`src/rtl/y_centroid.sv`:
```
// Bright-pixel centroid: accumulates count/sum_x/sum_y per frame, then runs two
// 32-step restoring dividers and reports the mean position once per frame.
module y_centroid #(
  parameter int H_ACTIVE  = 1280,
  parameter int V_ACTIVE  = 720,
  parameter int MIN_COUNT = 16
) (
  input  logic        clk_in,
  input  logic        rst_n_in,
  input  logic        valid_in,
  input  logic [7:0]  y_in,
  input  logic [10:0] hcount_in,
  input  logic [9:0]  vcount_in,
  input  logic [7:0]  threshold_in,
  output logic [10:0] x_out,
  output logic [9:0]  y_out,
  output logic        found_out,
  output logic        valid_out
);

  // state  | meaning
  // IDLE   | accumulating, waiting for frame end
  // DIVIDE | 32 restoring-division iterations in flight
  // DONE   | valid_out pulse, results registered
  typedef enum logic [1:0] {IDLE, DIVIDE, DONE} state_t;

  localparam logic [11:0] H_LIM   = 12'(H_ACTIVE);
  localparam logic [10:0] V_LIM   = 11'(V_ACTIVE);
  localparam logic [10:0] H_LAST  = 11'(H_ACTIVE - 1);
  localparam logic [9:0]  V_LAST  = 10'(V_ACTIVE - 1);
  localparam logic [19:0] MIN_CNT = 20'(MIN_COUNT);

  state_t      state_q, state_d;
  logic [19:0] cnt_q, cnt_d;
  logic [31:0] sumx_q, sumx_d, sumy_q, sumy_d;
  logic [19:0] div_q, div_d;
  logic [31:0] quox_q, quox_d, quoy_q, quoy_d;
  logic [19:0] remx_q, remx_d, remy_q, remy_d;
  logic [4:0]  iter_q, iter_d;
  logic [10:0] x_q, x_d;
  logic [9:0]  y_q, y_d;
  logic        found_q, found_d;

  logic        in_range, bright, frame_end;
  logic [19:0] cnt_tot;
  logic [31:0] sumx_tot, sumy_tot;
  logic [20:0] remx_sh, remy_sh;
  logic        bitx, bity;
  logic [31:0] quox_nxt, quoy_nxt;
  logic [19:0] remx_nxt, remy_nxt;

  always_comb begin
    in_range  = ({1'b0, hcount_in} < H_LIM) && ({1'b0, vcount_in} < V_LIM);
    bright    = valid_in && in_range && (y_in >= threshold_in);
    frame_end = valid_in && (hcount_in == H_LAST) && (vcount_in == V_LAST);
    cnt_tot   = cnt_q + {19'b0, bright};
    sumx_tot  = sumx_q + (bright ? {21'b0, hcount_in} : 32'b0);
    sumy_tot  = sumy_q + (bright ? {22'b0, vcount_in} : 32'b0);

    // one restoring step per divider: shift in next dividend bit, subtract if it fits
    remx_sh  = {remx_q, quox_q[31]};
    remy_sh  = {remy_q, quoy_q[31]};
    bitx     = remx_sh >= {1'b0, div_q};
    bity     = remy_sh >= {1'b0, div_q};
    remx_nxt = bitx ? 20'(remx_sh - {1'b0, div_q}) : remx_sh[19:0];
    remy_nxt = bity ? 20'(remy_sh - {1'b0, div_q}) : remy_sh[19:0];
    quox_nxt = {quox_q[30:0], bitx};
    quoy_nxt = {quoy_q[30:0], bity};
  end

  always_comb begin
    state_d = state_q;
    div_d   = div_q;
    quox_d  = quox_q;
    quoy_d  = quoy_q;
    remx_d  = remx_q;
    remy_d  = remy_q;
    iter_d  = iter_q;
    x_d     = x_q;
    y_d     = y_q;
    found_d = found_q;

    // accumulators never stall; a frame end always restarts them
    cnt_d  = frame_end ? 20'b0 : cnt_tot;
    sumx_d = frame_end ? 32'b0 : sumx_tot;
    sumy_d = frame_end ? 32'b0 : sumy_tot;

    case (state_q)
      IDLE: begin
        if (frame_end) begin
          div_d  = cnt_tot;
          quox_d = sumx_tot;
          quoy_d = sumy_tot;
          remx_d = '0;
          remy_d = '0;
          iter_d = '0;
          if (cnt_tot >= MIN_CNT) begin
            state_d = DIVIDE;
          end else begin
            state_d = DONE;
            x_d     = '0;
            y_d     = '0;
            found_d = 1'b0;
          end
        end
      end
      DIVIDE: begin
        quox_d = quox_nxt;
        quoy_d = quoy_nxt;
        remx_d = remx_nxt;
        remy_d = remy_nxt;
        iter_d = iter_q + 5'd1;
        if (iter_q == 5'd31) begin
          state_d = DONE;
          x_d     = quox_nxt[10:0];
          y_d     = quoy_nxt[9:0];
          found_d = 1'b1;
        end
      end
      DONE:    state_d = IDLE;
      default: state_d = IDLE;
    endcase
  end

  always_ff @(posedge clk_in or negedge rst_n_in) begin
    if (!rst_n_in) begin
      state_q <= IDLE;
      cnt_q   <= '0;
      sumx_q  <= '0;
      sumy_q  <= '0;
      div_q   <= '0;
      quox_q  <= '0;
      quoy_q  <= '0;
      remx_q  <= '0;
      remy_q  <= '0;
      iter_q  <= '0;
      x_q     <= '0;
      y_q     <= '0;
      found_q <= 1'b0;
    end else begin
      state_q <= state_d;
      cnt_q   <= cnt_d;
      sumx_q  <= sumx_d;
      sumy_q  <= sumy_d;
      div_q   <= div_d;
      quox_q  <= quox_d;
      quoy_q  <= quoy_d;
      remx_q  <= remx_d;
      remy_q  <= remy_d;
      iter_q  <= iter_d;
      x_q     <= x_d;
      y_q     <= y_d;
      found_q <= found_d;
    end
  end

  assign x_out     = x_q;
  assign y_out     = y_q;
  assign found_out = found_q;
  assign valid_out = (state_q == DONE);

endmodule

```
`config.mk`:
```
export PLATFORM = sky130hd
export DESIGN_NAME = y_centroid
export DESIGN_NICKNAME = d
export VERILOG_FILES = /design/src/rtl/y_centroid.sv
export SDC_FILE = /design/constraint.sdc
export NUM_CORES = 1
export LEC_CHECK = 0
export ABC_AREA = 1
export CAP_MARGIN = 20
export CORE_ASPECT_RATIO = 1.5
export CORE_UTILIZATION = 50
export CTS_CLUSTER_DIAMETER = 50
export DETAILED_ROUTE_END_ITERATION = 10
export PLACE_DENSITY = 0.66
export SYNTH_ARGS = -nofsm -noshare
export SYNTH_HDL_FRONTEND = slang
export SYNTH_SLANG_ARGS = --single-unit
```
`constraint.sdc`:
```
create_clock -name clk_in -period 3.1 [get_ports clk_in]
set_clock_uncertainty 0.05 [all_clocks]
set_input_delay 0.62 -clock clk_in [delete_from_list [all_inputs] [get_ports clk_in]]
set_output_delay 0.62 -clock clk_in [all_outputs]
set_load 0.02 [all_outputs]
```
# Yosys cells after proc, flatten, opt, wreduce, memory -nomap -nowiden
# Cells that the tools add are included.
# word_totals
reg_bits	237
latch_bits	0
ram_bits	0
mem_bits_ro	0
output_inout_bits	23
word_cells	76
mem_count	0
# op_classes
addsub	6
n_mul	0
div	0
order_cmp	6
eq_ne	8
shifts	0
muxes	32
bitwise	0
reduce_logical	11
# op_table
cell	count
32-bit two-way mux	4
32-bit one-hot mux with 2 select lines	2
20-bit two-way mux	4
20-bit one-hot mux with 2 select lines	2
11-bit two-way mux	4
21-bit by 20-bit >= comparator with 1-bit output	2
10-bit two-way mux	4
20-bit subtractor	2
32-bit by 10-bit adder with 32-bit output	1
32-bit by 11-bit adder with 32-bit output	1
11-bit one-hot mux with 2 select lines	1
20-bit by 1-bit adder with 20-bit output	1
20-bit by 5-bit >= comparator with 1-bit output (second input constant)	1
10-bit one-hot mux with 2 select lines	1
11-bit equality test (second input constant)	1
11-bit less-than comparator (second input constant)	1
10-bit equality test (second input constant)	1
10-bit less-than comparator (second input constant)	1
5-bit one-hot mux with 2 select lines	1
8-bit >= comparator	1
2-bit two-way mux	3
2-bit != test (second input constant)	3
2-bit AND reduction	3
5-bit by 1-bit adder with 5-bit output (second input constant)	1
other kinds (11)	17

# Depth between registers and ports, before layout
# logic_depth
depth_word	9
mapped_depth	28

# Worst setup path before layout
# OpenSTA, ideal clock, no wires.
# synth_timing
path_kind	input-to-reg
startpoint	input port threshold_in[7]
endpoint	register quoy_q[22]
setup_ns	0.124
arrival_ns	3.395
slack_ns	-0.469
stages	20
path_buffers	1
path_cell_list	inv_1 -> ha_1 -> nand2_1 -> nor2_1 -> nand4_1 -> o2111ai_1 -> nand2_1 -> clkbuf_1 -> nor2_1 -> ha_1 -> inv_1 -> fa_1 -> o21ai_1 -> a21oi_1 -> o21ai_1 -> nand2_1 -> o21ai_0 -> nand2_1 -> nand2_1 -> nand3_1
# synth_between
elab_chain_len	6
# synth_lines
element	line_no	rtl
from (decl)	14	input logic [7:0] threshold_in,
8-bit >= comparator	54	bright = valid_in && in_range && (y_in >= threshold_in);
1-bit logical AND	54	
10-bit two-way mux	58	sumy_tot = sumy_q + (bright ? {22'b0, vcount_in} : 32'b0);
32-bit by 10-bit adder with 32-bit output	58	
32-bit two-way mux	90	if (frame_end) begin
32-bit one-hot mux with 2 select lines	88	case (state_q)
to (signal assigned)	147	quoy_q <= quoy_d;
to (decl)	37	logic [31:0] quox_q, quox_d, quoy_q, quoy_d;
# No other way between the ends. The select of a mux whose other input is x is not followed.
# A chain may end at the register's enable or synchronous reset.

# Worst setup path after layout
# layout_timing
startpoint	input port y_in[1]
endpoint	register y_q[5], in the netlist y_out[5]
# layout_between
elab_chain_len	6
# layout_lines
element	line_no	rtl
from (decl)	11	input logic [7:0] y_in,
8-bit >= comparator	54	
1-bit logical AND	54	
20-bit by 1-bit adder with 20-bit output	56	cnt_tot = cnt_q + {19'b0, bright};
20-bit by 5-bit >= comparator with 1-bit output	97	if (cnt_tot >= MIN_CNT) begin
2-bit != test (no line)	-	
4-bit AND reduction (no line)	-	
to (signal assigned)	152	y_q <= y_d;
to (decl)	41	logic [9:0] y_q, y_d;
# No other way between the ends.

==> results.txt <==
status: finished, violations left
failing checks: negative hold slack
Post-Syn Instances: 2,056
fill cell count: 2,666
pwr dens: 476 nW/um^2
Mapped Area: 14,800 um^2
period utilisation layout: 97.3%
largest family of logic cells by synthesized area: simple AND/OR/NAND/NOR gates
commonest non-fill, non-tap cell in the layout: nand2_1
CTS sink count: 237
clk root buf: clkbuf_16
initial antenna violation count: 0
Compound-Gate Fraction of Synth Area: 10.8%
count of input and output buffers: 62
Vias: 14.2k
synth top area cells: dfrtp_1 40%, nand2_1 16%, inv_1 6.7%
Post-Syn Nets: 2,173
leading area contributor after synthesis: dfrtp_1
vias per cell: 5.34
number of global-route vias before repair: 14.6k
chip height: 213 um
Crit Path Max Fanout: 6
Max Slew Vio Count: 0
Synth Area in Simple Gates: 30.4%
Post-Synth Adder-Cell Area: 6.71%
post-synthesis register bit count: 237
CTS tree: done
placer congestion estimate: 0.967
Die X: 143 um
worst-skew pair later-pin latency: 0.57 ns
wire length of the first global-routing pass: 71.2 mm
core area: 28,900 um^2
Warnings, synthesis: 0
Max clock buf depth: 3
total CTS buffers: 31
Critical Path End Type: register
ANT cells: 0
Hold Path Class: primary input to async pin
Post-CTS Hold Fix Bufs: 0
post-synthesis mux area share: 0%
CP startpoint kind: primary input
CTS H-Tree Depth: 1
placed insts: 2,577
# rows: 76
crit path launch: y_in[1]
WHS: -0.00937 ns
max frequency: 332 MHz
crit path kind: primary input to register
final setup fails: 0
largest net degree at the start of global routing: 80
Layout area overhead: 24.9%
routed len/inst: 16.5 um
worst vdd ir: 507 uV
Clk pwr share: 39.4%
Slew HR: 54.1%
worst-margin pin slew: 0.688 ns
Routed WL: 43.8 mm
Ports: 63
max cap viols: 0
Internal Pwr Total: 6060 uW
sequential share of power: 39.8%
total grt overflow: 0
leak pwr: 0.00894 uW
Clk pin slew, worst setup/hold paths: 0.06 ns
Die ar.: 30,300 um^2
Switching Share: 31.2%
WP data required: 3.51 ns
Post-synth ARST share: 100%
Netlist cell types: 46
Final Non-Filler Cells: 2,655
drt first pass iters: 5
Final Hold Fails: 3
Setup TNS Final: 0 ns
final net count: 2,358
Avg Cell Area, Syn: 7.20 um^2
arrival time at the worst endpoint: 3.43 ns
RSZ-0062 raised after global routing: true
HPWL Detailed: 32.1 mm
FF-to-FF Start: div_q[2]
layout cells sized above 1: 16.3%
commonest cells after routing, fill and taps aside: 580 x nand2_1, 250 x inv_1, 237 x dfrtp_1
DR DRC count: 0
fin crit period: 3.02 ns
Main synth FF type: dfrtp_1
Routed Antenna Nets: 0
EDFF count, synth: 0
Sw Pwr: 2750 uW
Initial DRC Count: 637
Comb pwr share: 20.8%
Tot GR Track Use: 30.0%
sequential area share after synthesis: 40.1%
starting density of the core: 51.2%
top-area cell type share of the netlist area: 40.1%
xor and xnor area share after synthesis: 3.43%
[cell type report]
type / count / area, um^2 / area share [%]
inverters: 271 / 1050 / 5.68
repair buffers: 202 / 1800 / 9.72
flip-flops and latches: 237 / 5930 / 32.1
multi-input cells: 1498 / 8230 / 44.5
clock buffers: 37 / 828 / 4.48
well taps: 390 / 488 / 2.64
clock inverters: 20 / 169 / 0.914
[flip-flops by register name (all words and copies together), names as in the netlist]
register,count
cnt_q,20
div_q,20
found_out,1
iter_q,5
quox_q,32
quoy_q,32
remx_q,20
remy_q,20
state_q,2
sumx_q,32
sumy_q,32
x_out,11
y_out,10
[logic make-up after synthesis]
logic type | Yosys count
AND/OR/NAND/NOR | 1079
buffers and inverters | 324
AO/OA/AOI/OAI | 281
flip-flops | 237
adder cells (fa/ha/maj) | 77
XOR/XNOR | 58
[repair_timing]
item                                    in CTS  in global routing
buffers inserted                            15                  2
pin swaps                                   41                 45
gates cloned                                 4                  0
endpoints found under the hold margin        0                  0
gates resized for setup                    100                 90
endpoints found under the setup margin     127                120
[power groups by stage]
stage	clock, uW	combinational, uW	sequential, uW
floorplan	0	1000	3500
global placement	0	1660	3530
detailed placement	0	1710	3540
CTS	3540	1770	3490
global route	3660	2040	3530
finish	3470	1830	3500
[cells in the mapped netlist, drive strengths merged (3+ instances only)]
| cell type | n |
|---|---|
| ha | 73 |
| or2 | 8 |
| nor4 | 13 |
| nand4 | 26 |
| clkbuf | 24 |
| nand3 | 142 |
| and2 | 3 |
| o211ai | 38 |
| buf | 29 |
| o21ai | 106 |
| inv | 271 |
| xor2 | 33 |
| nand2 | 631 |
| o22ai | 12 |
| a21o | 9 |
| o21bai | 6 |
| xnor2 | 25 |
| a21oi | 102 |
| nand3b | 7 |
| fa | 4 |
| nor2 | 208 |
| dfrtp | 237 |
| nor3 | 37 |
[per-layer routing]
layer,wire [um],track usage (%),up-vias
met3,1390,3.09,135
met2,23400,57.6,318
met1,16200,30.8,6722
met5,0,0,-
met4,2830,18.6,0
li1,-,-,6993
[worst max-delay path, stage by stage]
cell,delay (ns)
buf_2,0.12
ha_4,0.27
a21oi_2,0.05
o21ai_2,0.15
nand2_1,0.08
o2111ai_2,0.09
nand2_2,0.13
buf_8,0.16
inv_4,0.05
ha_4,0.14
ha_4,0.16
nand2_4,0.05
nor2_4,0.15
buf_6,0.12
nand3_1,0.07
nand2_1,0.08
nand2_2,0.06
nor2_1,0.09
nand3_1,0.10
nor2_2,0.12
nand2_2,0.12
nand2_8,0.17
nand2_8,0.11
nand2_2,0.09
nand2_1,0.06
[metrics by stage]
step	power, uW	utilization (%)	worst slack, ns	area (um^2)	hold WS, ns
3_3_place_gp	5190	58.5	-1.00	16900	0.404
4_1_cts	8810	63.1	0.00633	18200	0.00780
5_1_grt	9220	64.0	-0.116	18500	0.0351
6_report	8810	64.0	0.0840	18500	-0.00937
3_5_place_dp	5250	58.5	-1.07	16900	0.413
2_1_floorplan	4500	-	-0.170	15000	0.274
[final timing paths]
path / end / slack (ns) / depth (start not counted)
worst max-delay path: y_out[5] / 0.08 / 25
worst min-delay path: div_q[9] / -0.009 / 1
worst max register to register: remx_q[6] / 0.23 / 14
worst min register to register: y_out[1] / 0.43 / 2
max in group asynchronous: sumy_q[18] / 2.25 / 2
min in group clk_in: y_out[1] / 0.43 / 2
No activity file was read; power rests on OpenSTA's default activity.
